### config.mk
export PLATFORM = sky130hd
export DESIGN_NAME = clk_divider_prog
export DESIGN_NICKNAME = d
export VERILOG_FILES = /design/src/rtl/clk_divider_prog.sv
export SDC_FILE = /design/constraint.sdc
export NUM_CORES = 1
export LEC_CHECK = 0
export CAP_MARGIN = 20
export CORE_AREA = 2 2 64 66
export DETAILED_ROUTE_END_ITERATION = 8
export DIE_AREA = 0 0 66 68
export GPL_TIMING_DRIVEN = 0
export MAX_ROUTING_LAYER = met4
export PLACE_DENSITY_LB_ADDON = 0.05
export SLEW_MARGIN = 20
export SYNTH_ARGS = -nofsm -noshare
export SYNTH_HDL_FRONTEND = slang
export SYNTH_SLANG_ARGS = --single-unit
### constraint.sdc
create_clock -name clk -period 4.1 [get_ports clk]
set_clock_uncertainty 0.15 [all_clocks]
set_input_delay 0.41 -clock clk [delete_from_list [all_inputs] [get_ports clk]]
set_output_delay 0.41 -clock clk [all_outputs]
set_load 0.02 [all_outputs]
### src/rtl/clk_divider_prog.sv
// clk_divider_prog: programmable integer clock divider.
// Produces either a near-50% divided clock or a one-cycle tick on div_out,
// plus a separate tick output, from a runtime-loadable divisor.
// Outputs are registered and meant for use as enables/data, not as clocks.
//
// Divisor handshake (valid/ready):
//   A transfer happens on a rising edge where div_valid & div_ready are both 1.
//   div_ready is 1 exactly when the single pending slot is empty. A divisor of
//   2 or more fills the slot (div_ready drops from the next cycle). A divisor
//   of 0 or 1 still completes the handshake but is discarded and answered by
//   a one-cycle cfg_err pulse. The producer may hold div_valid high; nothing
//   transfers while div_ready is 0.
//
// A pending divisor is only applied at a period boundary: the terminal-count
// edge while enabled, the next edge while disabled (count forced to 0), or a
// sync_clr edge. The slot frees on that same edge, so div_ready returns to 1
// in the following cycle.
module clk_divider_prog #(
  parameter int WIDTH     = 8,
  parameter int RESET_DIV = 2
) (
  input  logic             clk,
  input  logic             rst_n,
  input  logic             en,
  input  logic             sync_clr,
  input  logic             mode,
  input  logic             div_valid,
  input  logic [WIDTH-1:0] div_value,
  output logic             div_ready,
  output logic             cfg_err,
  output logic             div_out,
  output logic             tick,
  output logic [WIDTH-1:0] count,
  output logic [WIDTH-1:0] div_active
);

  localparam logic [WIDTH-1:0] RESET_DIV_W = WIDTH'(RESET_DIV);
  localparam logic [WIDTH-1:0] ONE_W       = WIDTH'(1);
  localparam logic [WIDTH-1:0] TWO_W       = WIDTH'(2);

  // Pending divisor slot
  logic             pend_valid;
  logic [WIDTH-1:0] pend_div;

  // Next-state values
  logic [WIDTH-1:0] count_n;
  logic [WIDTH-1:0] active_n;
  logic [WIDTH-1:0] pend_div_n;
  logic             pend_valid_n;
  logic             tick_n;
  logic             div_out_n;
  logic             cfg_err_n;

  // Decode helpers
  logic xfer;
  logic accept;
  logic terminal;
  logic apply;

  assign div_ready = ~pend_valid;

  // Next-state: counter, divisor application, pending slot and outputs
  always_comb begin
    xfer         = div_valid & div_ready;
    accept       = xfer & (div_value >= TWO_W);
    terminal     = (count == (div_active - ONE_W));
    count_n      = count;
    active_n     = div_active;
    pend_valid_n = pend_valid;
    pend_div_n   = pend_div;
    tick_n       = 1'b0;
    apply        = 1'b0;

    if (sync_clr) begin
      count_n = '0;
      apply   = pend_valid;
    end else if (en) begin
      if (terminal) begin
        count_n = '0;
        tick_n  = 1'b1;
        apply   = pend_valid;
      end else begin
        count_n = count + ONE_W;
      end
    end else if (pend_valid) begin
      // Idle divider: no period to finish, so restart cleanly on the new value
      count_n = '0;
      apply   = 1'b1;
    end

    if (apply) begin
      active_n     = pend_div;
      pend_valid_n = 1'b0;
    end

    // The slot is empty whenever a transfer is possible, so this never
    // collides with an apply on the same edge.
    if (accept) begin
      pend_valid_n = 1'b1;
      pend_div_n   = div_value;
    end

    cfg_err_n = xfer & ~accept;

    // Mode 0 is derived from the next count so div_out lines up with count;
    // high for the upper ceil(D/2) counts of the period.
    div_out_n = mode ? tick_n : (count_n >= (active_n >> 1));
  end

  // State register
  always_ff @(posedge clk or negedge rst_n) begin
    if (!rst_n) begin
      count      <= '0;
      div_active <= RESET_DIV_W;
      pend_valid <= 1'b0;
      pend_div   <= '0;
      tick       <= 1'b0;
      div_out    <= 1'b0;
      cfg_err    <= 1'b0;
    end else begin
      count      <= count_n;
      div_active <= active_n;
      pend_valid <= pend_valid_n;
      pend_div   <= pend_div_n;
      tick       <= tick_n;
      div_out    <= div_out_n;
      cfg_err    <= cfg_err_n;
    end
  end

endmodule

==> results.txt <==
The flow ran to the end, and the final reports show no timing, DRC or antenna violations. The kind of end point of the critical path is a flip-flop. For hold timing, the worst endpoint is pend_div[1]$_DFFE_PN0P_. The via count of the first global-routing pass came out at 1788. The largest family of logic cells by synthesized area is simple AND/OR/NAND/NOR gates. During I/O placement, the number of pins put on the boundary was 34. The overall die height is 68 um.

The library cell used most frequently in the layout, excluding fill and tap cells, is sky130_fd_sc_hd__clkdlybuf4s50_1. The worst path uses 96.5% of the clock period. The tools report the gate count of the mapped netlist as 204. The number of enable-type register cells in the synthesized netlist is 0. Entering global routing, the biggest net connects 29 pins. In the global route stage, overall resource usage came out at 26.6%. The layout-stage area growth over the synthesis result came out at 26.1%. The logs give 3860 um^2 for the core region area and 341 for the filler cell count. The synthesized netlist contains 47 unique library cells.

After detailed routing, the total wire length is 5300 um. The count of nets left with antenna violations after detail routing came out at 0. The tools report the final count of pins violating max slew as 0. The count of buffers inserted at the top-level ports was 31. Summed over all nets, the half-perimeter wirelength after detailed placement is 3890 um. Counting flops with an async set or reset pin after synthesis yields a share of 100%. The final worst setup slack came out at 0.145 ns. The internal reg-to-reg setup slack was 0.14 ns; the buffer levels on the longest clock path was 2. Post-synth net total: 227.

The path class of the tightest hold or removal check is flip-flop to flip-flop. The detailed-route vias per instance came out at 6.29. Critical hold path startpoint: pend_div[1]$_DFFE_PN0P_. The power density relative to cell area was 453 nW/um^2. The cell depth of the worst min-delay path was 1. For the number of DRC violations after detailed routing, the log shows 0. The synthesized netlist devotes 22.9% of its cell area to simple gates. The tools report the CTS root buffer as sky130_fd_sc_hd__clkbuf_8. The synthesized netlist devotes 5.83% of its cell area to adder and majority cells. The startpoint identified for the worst register-to-register timing path is div_active[1]$_DFF_PN1_.

Count of final hold-check violations: 0. The clock-pin slew on the worst setup and hold paths was 0.10 ns. The worst register-to-register path ends at div_out$_DFF_PN0_. The setup slack at placement is 0.0861 ns, and the final core area utilization is 63.2%. For the number of antenna violations at the first check in global routing, the log shows 0. The source-to-sink clock delay at the later pin of the worst-skew pair is 0.28 ns. The post-synthesis mux area share was 5.18%.

The worst setup path is of the flip-flop to flip-flop kind. The number of register bits inferred by synthesis was 28; the number of core rows was 23. After synthesis the cells add up to 1930 um^2. The analysis attributes to cell leakage a power of 1.04 nW. TritonCTS built the clock tree. Complex-gate fraction of the synthesized area: 18.8%.

The tree built by TritonCTS fans out to 28 sinks. The area of the die came out at 4490 um^2. The share of the Yosys chip area taken by registers is 36.3%. The post-route netlist has 9.96% of its cells at a drive strength greater than 1.

The iteration-0 DRC count of the detailed router was 152. The data arrival at the endpoint of the critical path was 3.98 ns; the global-route wire length before repair was 8710 um. For this run, the detailed router's first-pass iteration total came to 4.

Routability-driven placement finished with a final weighted congestion of 0.840. Hold is met by 0.349 ns. Measured against its own limit, the worst slew margin works out to 58.6%.

The design draws 1.10 mW. The number of warning messages in the yosys log was 0; the top fanout value on the critical path was 10. Summed over all layers, the global routing overflow is 0.

The via count of the routed design was 1829; the max-capacitance violation count was 0. The number of antenna diodes in the final layout is 0. The pin slew with the least headroom to its limit works out to 0.621 ns. In the layout the commonest cells are sky130_fd_sc_hd__clkdlybuf4s50_1, sky130_fd_sc_hd__dfrtp_1, sky130_fd_sc_hd__and3_1.

The predominant post-synthesis flop cell was sky130_fd_sc_hd__dfrtp_1. The worst ir drop on vdd is 0.000220 V. STA puts the critical path data required time at 4.13 ns. The final routed wire length divided by cell count came out at 18.2 um. STA classifies the critical path startpoint as a flip-flop. The net count of the finished layout was 265; the post-layout minimum cycle time was 3.96 ns. Setup violations remaining at the end of the flow were counted as 0. The starting density of the core was 50.1%. Counting cells, the worst reg-to-reg path comes to 16.

The chip width is 66 um, and the H-tree depth is 1. Of the total synthesized cell area, the portion taken by XOR and XNOR cells is 5.89%. Counting the buffers created by CTS gives 3. After synthesis, the mean cell area works out to 9.47 um^2. The maximum clock rate came out at 0.253 GHz.
## where the power goes
part,leakage [nW],switching [mW],internal (mW)
Sequential,0.345,0.0665,0.326
Combinational,0.662,0.264,0.225
Clock,0.0357,0.0900,0.131
## worst max-delay path, stage by stage (launching register included)
cell and delay, ns:
sky130_fd_sc_hd__dfstp_2 0.57, sky130_fd_sc_hd__inv_1 0.06, sky130_fd_sc_hd__ha_2 0.22, sky130_fd_sc_hd__or3_1 0.38, sky130_fd_sc_hd__a31o_1 0.24, sky130_fd_sc_hd__or2_1 0.24, sky130_fd_sc_hd__buf_6 0.14, sky130_fd_sc_hd__buf_8 0.14
sky130_fd_sc_hd__a31oi_2 0.22, sky130_fd_sc_hd__and3_4 0.21, sky130_fd_sc_hd__ha_1 0.23, sky130_fd_sc_hd__and3_1 0.20, sky130_fd_sc_hd__a22oi_1 0.21, sky130_fd_sc_hd__o211a_1 0.20, sky130_fd_sc_hd__nor2_1 0.04, sky130_fd_sc_hd__o211a_1 0.12
sky130_fd_sc_hd__a211o_1 0.27
## cell usage after synthesis, drive strengths merged, types with 3 or more instances
library cell	number	area, um^2
nor2b	3	18.8
nand2	12	45.0
nor2	8	30.0
a211o	7	61.3
nand3	9	45.0
mux2	8	90.1
ha	9	113
nor3	5	25.0
dfrtp	27	676
inv	5	18.8
xnor2	9	78.8
a21o	4	30.0
a31oi	9	56.3
a21oi	5	25.0
clkbuf	5	18.8
and3	15	93.8
o2bb2ai	6	52.6
nand4	12	75.1
xor2	4	35.0
buf	7	57.6
o21ai	4	20.0
## routing by layer
layer / routed length [um] / GRT usage (%)
met1: 2420 / 35.0
met4: 85 / 11.0
met3: 282 / 2.47
met2: 2520 / 42.6
met5: 0 / -
## worst max-delay path by stage
stage / depth (start not counted) / end / from
after global placement: 15 / div_out$_DFF_PN0_ / div_active[1]$_DFF_PN1_
after detailed placement: 16 / div_out$_DFF_PN0_ / div_active[1]$_DFF_PN1_
final: 16 / div_out$_DFF_PN0_ / div_active[1]$_DFF_PN1_
after CTS: 15 / div_out$_DFF_PN0_ / div_active[1]$_DFF_PN1_
after global routing: 16 / div_out$_DFF_PN0_ / div_active[1]$_DFF_PN1_
after floorplan: 15 / div_out$_DFF_PN0_ / div_active[1]$_DFF_PN1_
## area by class of cell
class | count | area [um^2] | area share (%)
multi-input cells | 158 | 1180 | 48.3
flip-flops and latches | 28 | 703 | 28.9
repair buffers | 33 | 323 | 13.3
plain buffers | 12 | 76.3 | 3.13
well taps | 50 | 62.6 | 2.57
clock buffers | 3 | 41.3 | 1.69
clock inverters | 1 | 30.0 | 1.23
inverters | 6 | 22.5 | 0.924
## metrics by stage
| step | instance area [um^2] | cells | TNS (ns) |
|---|---|---|---|
| 5_1_grt | 2440 | 291 | -0.0526 |
| 6_report | 2440 | 291 | 0 |
| 2_1_floorplan | 1930 | 204 | 0 |
| 4_1_cts | 2380 | 290 | 0 |
| 3_3_place_gp | 2300 | 285 | 0 |
| 3_5_place_dp | 2300 | 285 | 0 |
## kinds of logic (layout without fill, tap and decap cells)
logic type      count (synthesis)  in the layout
compound gates                 49             49
xor+xnor                       13             13
fa+ha+maj                       9              9
buf+inv                        18             55
flops                          28             28
mux                             9              9
simple gates                   78             78
## flip-flops by register name (all words and copies together), names as in the netlist
| signal | cells |
|---|---|
| count | 8 |
| div_out | 1 |
| tick | 1 |
| pend_div | 8 |
| div_active | 8 |
| cfg_err | 1 |
| pend_valid | 1 |
## repair_timing
item	CTS	global route
buffers inserted	0	1
resized for setup	0	9
hold buffers	1	0
hold endpoints to repair	15	0
endpoints found under the setup margin	0	1
No activity file was read; power rests on OpenSTA's default activity.
